File: config.mk
export PLATFORM = sky130hd
export DESIGN_NAME = dsp_alu_pipe
export DESIGN_NICKNAME = d
export VERILOG_FILES = /design/src/rtl/dsp_alu_pipe.sv
export SDC_FILE = /design/constraint.sdc
export NUM_CORES = 1
export LEC_CHECK = 0
export CORE_MARGIN = 4
export CORE_UTILIZATION = 55
export DETAILED_ROUTE_END_ITERATION = 8
export GPL_TIMING_DRIVEN = 0
export PLACE_DENSITY_LB_ADDON = 0.3
export SLEW_MARGIN = 20
export SYNTH_ARGS = -nofsm -noshare
export SYNTH_HDL_FRONTEND = slang
export SYNTH_SLANG_ARGS = --single-unit
File: constraint.sdc
create_clock -name i_clk -period 8.45 [get_ports i_clk]
set_clock_uncertainty 0.1 [all_clocks]
set_input_delay 1.69 -clock i_clk [delete_from_list [all_inputs] [get_ports i_clk]]
set_output_delay 1.69 -clock i_clk [all_outputs]
set_load 0.01 [all_outputs]
File: src/rtl/dsp_alu_pipe.sv
// Three-stage pipelined multiply / add / subtract / multiply-accumulate unit with
// valid/ready handshakes on both sides and a sticky accumulator overflow flag.
module dsp_alu_pipe #(
  parameter int WIDTH  = 8,     // operand width, 2..18
  parameter int GUARD  = 4,     // accumulator guard bits above the full product
  parameter bit SIGNED = 1'b0,  // 1: two's-complement operands
  localparam int ACC_W = 2*WIDTH + GUARD
) (
  input  logic             i_clk,
  input  logic             i_rst_n,
  input  logic [WIDTH-1:0] i_a,
  input  logic [WIDTH-1:0] i_b,
  input  logic [1:0]       i_select,
  input  logic             i_clear,
  input  logic             i_valid,
  output logic             o_ready,
  output logic [ACC_W-1:0] o_result,
  output logic             o_valid,
  input  logic             i_ready,
  output logic             o_acc_ovf
);

  typedef enum logic [1:0] {
    OP_MUL = 2'b00,
    OP_ADD = 2'b01,
    OP_SUB = 2'b10,
    OP_MAC = 2'b11
  } op_e;

  function automatic logic signed [ACC_W-1:0] ext(input logic [WIDTH-1:0] v);
    logic fill;
    fill = SIGNED && v[WIDTH-1];
    return {{(ACC_W-WIDTH){fill}}, v};
  endfunction

  // Unsigned: carry out of the top bit. Signed: like-signed addends, differently signed sum.
  function automatic logic mac_ovf(input logic signed [ACC_W-1:0] x,
                                   input logic signed [ACC_W-1:0] y);
    logic [ACC_W:0] s;
    s = {1'b0, x} + {1'b0, y};
    if (SIGNED)
      return (x[ACC_W-1] == y[ACC_W-1]) && (s[ACC_W-1] != x[ACC_W-1]);
    else
      return s[ACC_W];
  endfunction

  logic                    advance;
  logic                    vld_p0, vld_p1;
  logic signed [ACC_W-1:0] a_p0, b_p0;
  op_e                     sel_p0, sel_p1;
  logic                    clr_p0, clr_p1;
  logic signed [ACC_W-1:0] prod_p1, sum_p1;
  logic signed [ACC_W-1:0] acc, acc_next;
  logic                    ovf_hit;

  assign advance = !o_valid || i_ready;
  assign o_ready = advance;

  always_ff @(posedge i_clk or negedge i_rst_n) begin
    if (!i_rst_n) begin
      vld_p0 <= 1'b0;
      vld_p1 <= 1'b0;
    end else if (advance) begin
      vld_p0 <= i_valid;
      vld_p1 <= vld_p0;
    end
  end

  // S1: register extended operands and control
  always_ff @(posedge i_clk) begin
    if (advance) begin
      a_p0   <= ext(i_a);
      b_p0   <= ext(i_b);
      sel_p0 <= op_e'(i_select);
      clr_p0 <= i_clear;
    end
  end

  // S2: product and shared sum/difference
  always_ff @(posedge i_clk) begin
    if (advance) begin
      prod_p1 <= a_p0 * b_p0;
      sum_p1  <= (sel_p0 == OP_SUB) ? (a_p0 - b_p0) : (a_p0 + b_p0);
      sel_p1  <= sel_p0;
      clr_p1  <= clr_p0;
    end
  end

  always_comb begin
    acc_next = clr_p1 ? prod_p1 : (acc + prod_p1);
    ovf_hit  = !clr_p1 && mac_ovf(acc, prod_p1);
  end

  // S3: accumulate and output register
  always_ff @(posedge i_clk or negedge i_rst_n) begin
    if (!i_rst_n) begin
      o_valid   <= 1'b0;
      o_result  <= '0;
      acc       <= '0;
      o_acc_ovf <= 1'b0;
    end else if (advance) begin
      o_valid <= vld_p1;
      if (vld_p1) begin
        case (sel_p1)
          OP_MUL:         o_result <= prod_p1;
          OP_ADD, OP_SUB: o_result <= sum_p1;
          default: begin
            o_result <= acc_next;
            acc      <= acc_next;
            if (clr_p1)
              o_acc_ovf <= 1'b0;
            else if (ovf_hit)
              o_acc_ovf <= 1'b1;
          end
        endcase
      end
    end
  end

endmodule

== Word-level counts from Yosys, hierarchy flattened ==
Index checks and enable logic that the tools add are counted.

* Eq/ne operators: 3
* $add $sub $neg: 4
* Muxes and demuxes: 5
* Multipliers: 1
* Bitwise logic cells: 1
* Reduce and logical (&&, ||, !) cells: 11

{| class="wikitable"
|+ Operators by type and width
! cell !! number
|-
| 2-to-1 mux 20 bit || 2
|-
| one-hot mux 20 bit (2 select lines) || 1
|-
| adder 20 x 20 -> 21 bit || 1
|-
| adder 20 bit || 1
|-
| multiplier 8 x 8 -> 16 bit || 1
|-
| adder 8 x 8 -> 9 bit || 1
|-
| subtractor 8 x 8 -> 9 bit || 1
|-
| == test 2 bit (second input constant) || 2
|-
| AND reduction 4 bit || 1
|-
| AND reduction 3 bit || 1
|-
| OR reduction 3 bit || 1
|-
| == test 2 x 1 -> 1 bit (second input constant) || 1
|-
| logical NOT 1 bit || 2
|-
| logical NOT 2 bit || 1
|-
| 2-to-1 mux 1 bit || 2
|-
| AND reduction 2 bit || 1
|-
| nonzero test 2 bit || 1
|-
| OR reduction 2 bit || 1
|-
| logical AND 1 bit || 1
|-
| logical OR 1 bit || 1
|-
| NOT 1 bit || 1
|}

* Logic and storage cells: 39
* Output and inout port bits: 23
* Input port bits: 23
* Register bits: 106

== Depth between registers and ports, before layout ==
Gate-level depths: netlist (run 1).

* Word-level depth: 4
* Mapped depth: 18
* Mapped depth without buffers: 18

== Least setup slack after synthesis (run 1) ==
No wires, ideal clock.

* Path kind: input-to-output
* From: input port i_ready
* To: output port o_ready
* Required time: 6.660 ns
* Path buffers: 0
* Slack: 3.615 ns
* Arrival: 3.045 ns
* Stages on the path: 1
* Cell sequence: nand2b_1

* Cells in the longest elaborated chain, start to end: 1

{| class="wikitable"
|+ RTL lines
! item !! line !! RTL
|-
| from (decl) || 19 || <nowiki>input logic i_ready,</nowiki>
|-
| logical OR 1 bit || 56 || <nowiki>assign advance = !o_valid || i_ready;</nowiki>
|-
| to (decl) || 16 || <nowiki>output logic o_ready,</nowiki>
|}

No other way between the ends.

== Worst setup path after layout (run 1) ==
* From: register a_p0[1]
* To: register prod_p1[12], data pin

* Cells in the longest elaborated chain, start to end: 1

{| class="wikitable"
|+ RTL lines
! item !! line !! RTL
|-
| from (decl) || 49 || <nowiki>logic signed [ACC_W-1:0] a_p0, b_p0;</nowiki>
|-
| from (signal assigned) || 72 || <nowiki>a_p0 <= ext(i_a);</nowiki>
|-
| multiplier 8 x 8 -> 16 bit || 82 || <nowiki>prod_p1 <= a_p0 * b_p0;</nowiki>
|-
| to (signal assigned) || 82 ||
|-
| to (decl) || 52 || <nowiki>logic signed [ACC_W-1:0] prod_p1, sum_p1;</nowiki>
|}

No other way between the ends.
A chain may end at the register's enable or synchronous reset.

==> metrics.cfg, run 1 <==
[finish]
mostFrequentLayoutCells=inv_1 (75), ha_1 (70), nand2_1 (58), edfxtp_1 (48)
nets=855
antenna_cells=0
fillCellCount=981
layout_commonest_cell=inv_1
drive_gt1_share_pct=4.12
syn_to_final_growth_pct=14.2
fin_util_pct=64.5

[floorplan]
die_area_um2=14300
core_region_area_um2=12100
io_pins=46
die_h_um=119
rows=40
start_util_pct=56.4
die_w_um=119

[timing]
tns_ns=0
setup_ws_ns=3.24
hold_viol_final=0
fmaxAchievable_mhz=192
whs_ns=0.330
slew_violations=0
post-route-period-util_pct=61.7
slew_headroom_pct=48.3
post-route-min-period_ns=5.21
worst_pin_slew_ns=0.772
finalSetupViolations=0
rsz0062_at_grt=no

[logic_synthesis]
netlist_area_um2=6840
synth_edf_count=48
synthCells=666
yosys_warnings=0
synthFlopType=edfxtp_1
async_flop_share_pct=47.8
synth_fp_nets=798
ys_ff_latch=92
synth_cell_types=58
seq_area_frac_synth_pct=37.2
avgSynthCellArea_um2=10.3

[hold_path]
min_path_type=flip-flop to flip-flop
hp-start=clr_p0

[cts]
cts_setup_buffers=0
cts.sinks=92
cts_buffer_depth=2
cts_hold_buf=0
numCtsBuffers=9
htree_levels=3
ctsResizeCount=0
clockRootBuffer=clkbuf_16
clock_latency_ns=0.35
path_clk_slew_ns=0.06
cts_tree=done

[grt]
use_met1_pct=29.6
grtUsageMet2_pct=38.3
grt_start_max_net_pins=55
grtUsageMet3_pct=3.16
grt-ovfl-total=0
grt_usage_pct=22.7
busiest_layer=met2
grt_pass1_wl_mm=25.8
antenna_found_initial=0
grt_pass1_vias=5251

[route]
first_iter_violations=345
ant_nets=0
vias_per_cell=5.64
route.detailed.drc=0
dr.pass1.iters=7
vias=5049
drt-total-wl_mm=15.3
post_drt_wl_per_cell_um=17.1

[pwr]
pwr-share-comb_pct=60.2
swShare_pct=42.5
p_leak_uw=0.00358
p_sw_uw=1330
vdd_drop_max_mv=0.164
power.share.sequential_pct=27.1
intPower_uw=1800
clkPwrFrac_pct=12.7
power_density_nw_per_um2=401

[placement]
gp_congestion=0.901
io_buffers=45
hpwl_mm=11.9
place_ws_ns=3.23

[run]
drv_cap=0

[setup_path]
cp_max_fo=7
crit_path_start_kind=flip-flop
end_kind=flip-flop
r2r_start=a_p0[1]
critPathKind=flip-flop to flip-flop
cp.arrival_ns=5.21
startpoint=a_p0[1]
worstPathRequired_ns=8.45

[run_status]
status=complete, no violations

==> worst max-delay path, cell delays in order (launching register included) <==
cell and delay (ns):
edfxtp_1 0.50, inv_1 0.30, nor2_1 0.13, fa_1 0.46, fa_1 0.55, inv_1 0.05
fa_1 0.46, fa_1 0.56, inv_1 0.05, ha_1 0.33, nand2_1 0.08, o21ai_0 0.14
or4_1 0.45, a31oi_1 0.29, nor2b_1 0.08, o21ai_1 0.16, nor2b_1 0.18, xnor2_1 0.07
==> synthesized netlist by cell type, drive strengths merged (17+ instances only) <==
master / count / area share (%)
fa: 39 / 11
edfxtp: 48 / 21
a21oi: 43 / 3.1
inv: 75 / 4.1
o21ai: 34 / 2.5
nor2: 42 / 2.3
dfrtp: 44 / 16
and2: 36 / 3.3
nand2: 58 / 3.2
xnor2: 25 / 3.2
ha: 70 / 13
clkbuf: 17 / 0.93
==> cell type report <==
type	instances	area [um^2]	share of cell area (%)
multi-input combinational	482	3960	50.7
sequential	92	2540	32.6
timing repair buffer	46	465	5.96
inverter	75	282	3.60
clock buffer	13	272	3.48
tap	168	210	2.69
buffer	17	63.8	0.817
clock inverter	3	18.8	0.240
==> metal layers <==
metal	vias up	wire length, um
met5	-	0
met4	0	432
met3	27	635
met2	140	7550
met1	2447	6710
li1	2435	-
==> stage by stage <==
stage          power [uW]  instances  area, um^2
4_1_cts              3130        896        7810
3_3_place_gp         2650        879        7500
6_report             3130        896        7810
2_1_floorplan        2240        666        6840
3_5_place_dp         2710        880        7520
5_1_grt              3420        896        7810
==> flip-flops by register name (all words and copies together), names as in the netlist, 2 cells and up <==
signal    flops
acc          20
sel_p1        2
prod_p1      16
sel_p0        2
o_result     20
sum_p1       10
a_p0          8
b_p0          8
==> power by group through the flow <==
stage                     combinational, uW  clock [uW]  sequential (uW)
after global placement                 1800           0              850
after floorplan                        1420           0              825
after CTS                              1870         407              847
after detailed placement               1860           0              855
final                                  1880         398              849
after global routing                   2130         427              869
==> final timing paths <==
| path | cells after the start | slack [ns] | endpoint |
|---|---|---|---|
| worst max-delay path | 17 | 3.24 | prod_p1[12] |
| worst min-delay path | 0 | 0.33 | clr_p1 |
| worst max register to register | 17 | 3.24 | prod_p1[12] |
| worst min register to register | 0 | 0.33 | clr_p1 |
| max in group asynchronous | 2 | 6.57 | o_result[14] |
| min in group asynchronous | 1 | 1.18 | acc[4] |
==> cells by family (layout without fill, tap and decap cells) <==
| family | count (synthesis) | count (layout) | synth area share (%) |
|---|---|---|---|
| flip-flops | 92 | 92 | 37.2 |
| adder cells (fa/ha/maj) | 109 | 109 | 24.2 |
| multiplexers | 12 | 12 | 1.79 |
| AND/OR/NAND/NOR | 180 | 180 | 13.1 |
| XOR/XNOR | 32 | 32 | 4.10 |
| AO/OA/AOI/OAI | 149 | 149 | 14.5 |
| buffers and inverters | 92 | 154 | 5.05 |
Note: power is estimated with default switching activity, not from simulation.
==> run 2, diff against run 1 <==
==> constraint.sdc (replaced) <==
create_clock -name i_clk -period 4.4 [get_ports i_clk]
set_clock_uncertainty 0.1 [all_clocks]
set_input_delay 0.88 -clock i_clk [delete_from_list [all_inputs] [get_ports i_clk]]
set_output_delay 0.88 -clock i_clk [all_outputs]
set_load 0.01 [all_outputs]
==> run 2 against run 1 <==
  * The flow now finishes with violations (negative setup slack)
  * Utilization rose by 4.5 points
  * Cell count is 4.4% higher
  * Sequential share of layout area down 2.1 points
  * Non-clock buffer count grew 39
  * Register-to-register slack worse by 3.4 ns
  * Count of clock-buffer cells in the layout shrank 4
  * Critical path depth is 1 lower
  * Worst setup slack worse by 3.4 ns
  * Die area unchanged
  * Design area is 7.0% higher
  * Sequential power up 92%
  * Largest power group unchanged
  * Highest routed layer unchanged
==> metrics.cfg, run 2 (synthesis results as in run 1) <==
[floorplan]
io_pins=46
die_h_um=119
rows=40
start_util_pct=56.4
die_area_um2=14300
die_w_um=119
core_region_area_um2=12100

[setup_path]
worstPathRequired_ns=4.41
r2r_start=a_p0[1]
crit_path_start_kind=flip-flop
end_kind=flip-flop
r2r_cells=16
r2r_slack_ns=-0.20
critPathKind=flip-flop to flip-flop
cp_max_fo=4
r2r_end=prod_p1[14]
cp.arrival_ns=4.61

[grt]
grt_pass1_vias=5573
grt_pass1_wl_mm=27.1
grt_start_max_net_pins=55
grt-ovfl-total=0
antenna_found_initial=0
grt_usage_pct=23.8

[finish]
post-route-cell-area_um2=8360
drive_gt1_share_pct=15.0
reg.largest.list=acc: 20 flops, o_result: 20 flops, prod_p1: 16 flops
nets=894
antenna_cells=0
fin_util_pct=69.0
fillCellCount=896
multiInputGateArea_um2=4170
mostFrequentLayoutCells=inv_1 (66), ha_1 (61), nand2_1 (56), edfxtp_1 (48)
layout_commonest_cell=inv_1
syn_to_final_growth_pct=22.3
final_cells=935
register_area_um2=2540

[timing]
setup_ws_ns=-0.202
rsz0062_at_grt=yes
slew_headroom_pct=49.2
hold_viol_final=0
fmaxAchievable_mhz=217
post-route-min-period_ns=4.60
post-route-period-util_pct=105
worst_pin_slew_ns=0.760
finalSetupViolations=3
slew_violations=0

[run_status]
status=complete, but fails checks
violations=negative setup slack

[cts]
cts_hold_buf=0
clock_latency_ns=0.35
path_clk_slew_ns=0.07
numCtsBuffers=9
htree_levels=3
clockRootBuffer=clkbuf_16
cts_buffer_depth=2
cts_tree=done
cts.sinks=92

[route]
vias_per_cell=5.75
route.detailed.drc=0
post_drt_wl_per_cell_um=17.7
ant_nets=0
dr.pass1.iters=7
first_iter_violations=476
drt-total-wl_mm=16.5
vias=5373

[hold_path]
hold_end=clr_p1
hp-start=clr_p0
min_path_type=flip-flop to flip-flop
holdPathStages=0

[placement]
hpwl_mm=12.0
gp_congestion=0.918
place_inst=880
io_buffers=45
postPlaceCellArea_um2=7570

[pwr]
power_density_nw_per_um2=844
p_leak_uw=0.00380
vdd_drop_max_mv=0.449

[run]
drv_cap=0

run 2: changes by cell type in the layout (fill, tap and decap cells not counted), sizes merged:
cell    previous run  this run
clkinv             3         4
clkbuf            30        26
bufinv             0         2
inv               75        76
buf                2        41
run 2: worst max path at each step:
stage | depth (start not counted) | slack (ns) | end | start
6_report | 16 | -0.20 | prod_p1[14] | a_p0[1]
5_1_grt | 15 | -0.35 | prod_p1[12] | b_p0[2]
3_3_place_gp | 8 | -0.51 | acc[1] | i_ready
2_1_floorplan | 16 | 0.002 | prod_p1[14] | a_p0[3]
4_1_cts | 15 | -0.13 | prod_p1[14] | b_p0[4]
3_5_place_dp | 16 | -0.42 | prod_p1[15] | a_p0[2]
run 2: through the flow:
step	hold slack [ns]	setup WS [ns]	TNS, ns	total power (uW)
after CTS	0.342	-0.128	-0.355	6610
after global placement	0.305	-0.507	-14.07	5160
final	0.346	-0.202	-0.566	7060
after floorplan	0.300	0.00213	0	4370
after detailed placement	0.326	-0.415	-1.34	5290
after global routing	0.355	-0.346	-1.12	7610
run 2: final cells by class:
type / instances / area share (%)
Buffer: 17 / 0.763
Clock buffer: 9 / 2.69
Clock inverter: 7 / 1.08
Inverter: 75 / 3.40
Multi-Input combinational cell: 482 / 49.9
Sequential cell: 92 / 30.4
Tap cell: 168 / 2.51
Timing Repair Buffer: 85 / 9.29
run 2: what timing repair did:
item | 4_1_cts | 5_1_grt
endpoints found under the setup margin | 5 | 5
pin swaps | 18 | 29
buffers inserted | 26 | 16
resized for setup | 27 | 18
run 2: routing by layer:
metal  track usage [%]  up-vias  routed length [um]
li1                  -     2510                   -
met1              29.7     2608                6820
met2              40.8      214                8220
met3              4.48       41                1000
met4              9.95        0                 490
met5                 0        -                   0
run 2: worst max-delay path: stages (launching register included):
cell and delay, ns:
edfxtp_1 0.49, buf_4 0.19, nand2_1 0.06, fa_1 0.44, fa_1 0.51, inv_1 0.06, fa_1 0.54, inv_1 0.06
fa_1 0.50, inv_1 0.07, ha_4 0.17, or4_4 0.49, a31oi_4 0.18, nor2b_2 0.07, o21ai_2 0.18, a21oi_2 0.08
xor2_1 0.16
run 2: power breakdown:
group          switching, uW  leakage [uW]  internal [uW]
Clock                    347      0.000159            496
Sequential               266       0.00102           1360
Combinational           2360       0.00262           2230
Total                   2970       0.00380           4090
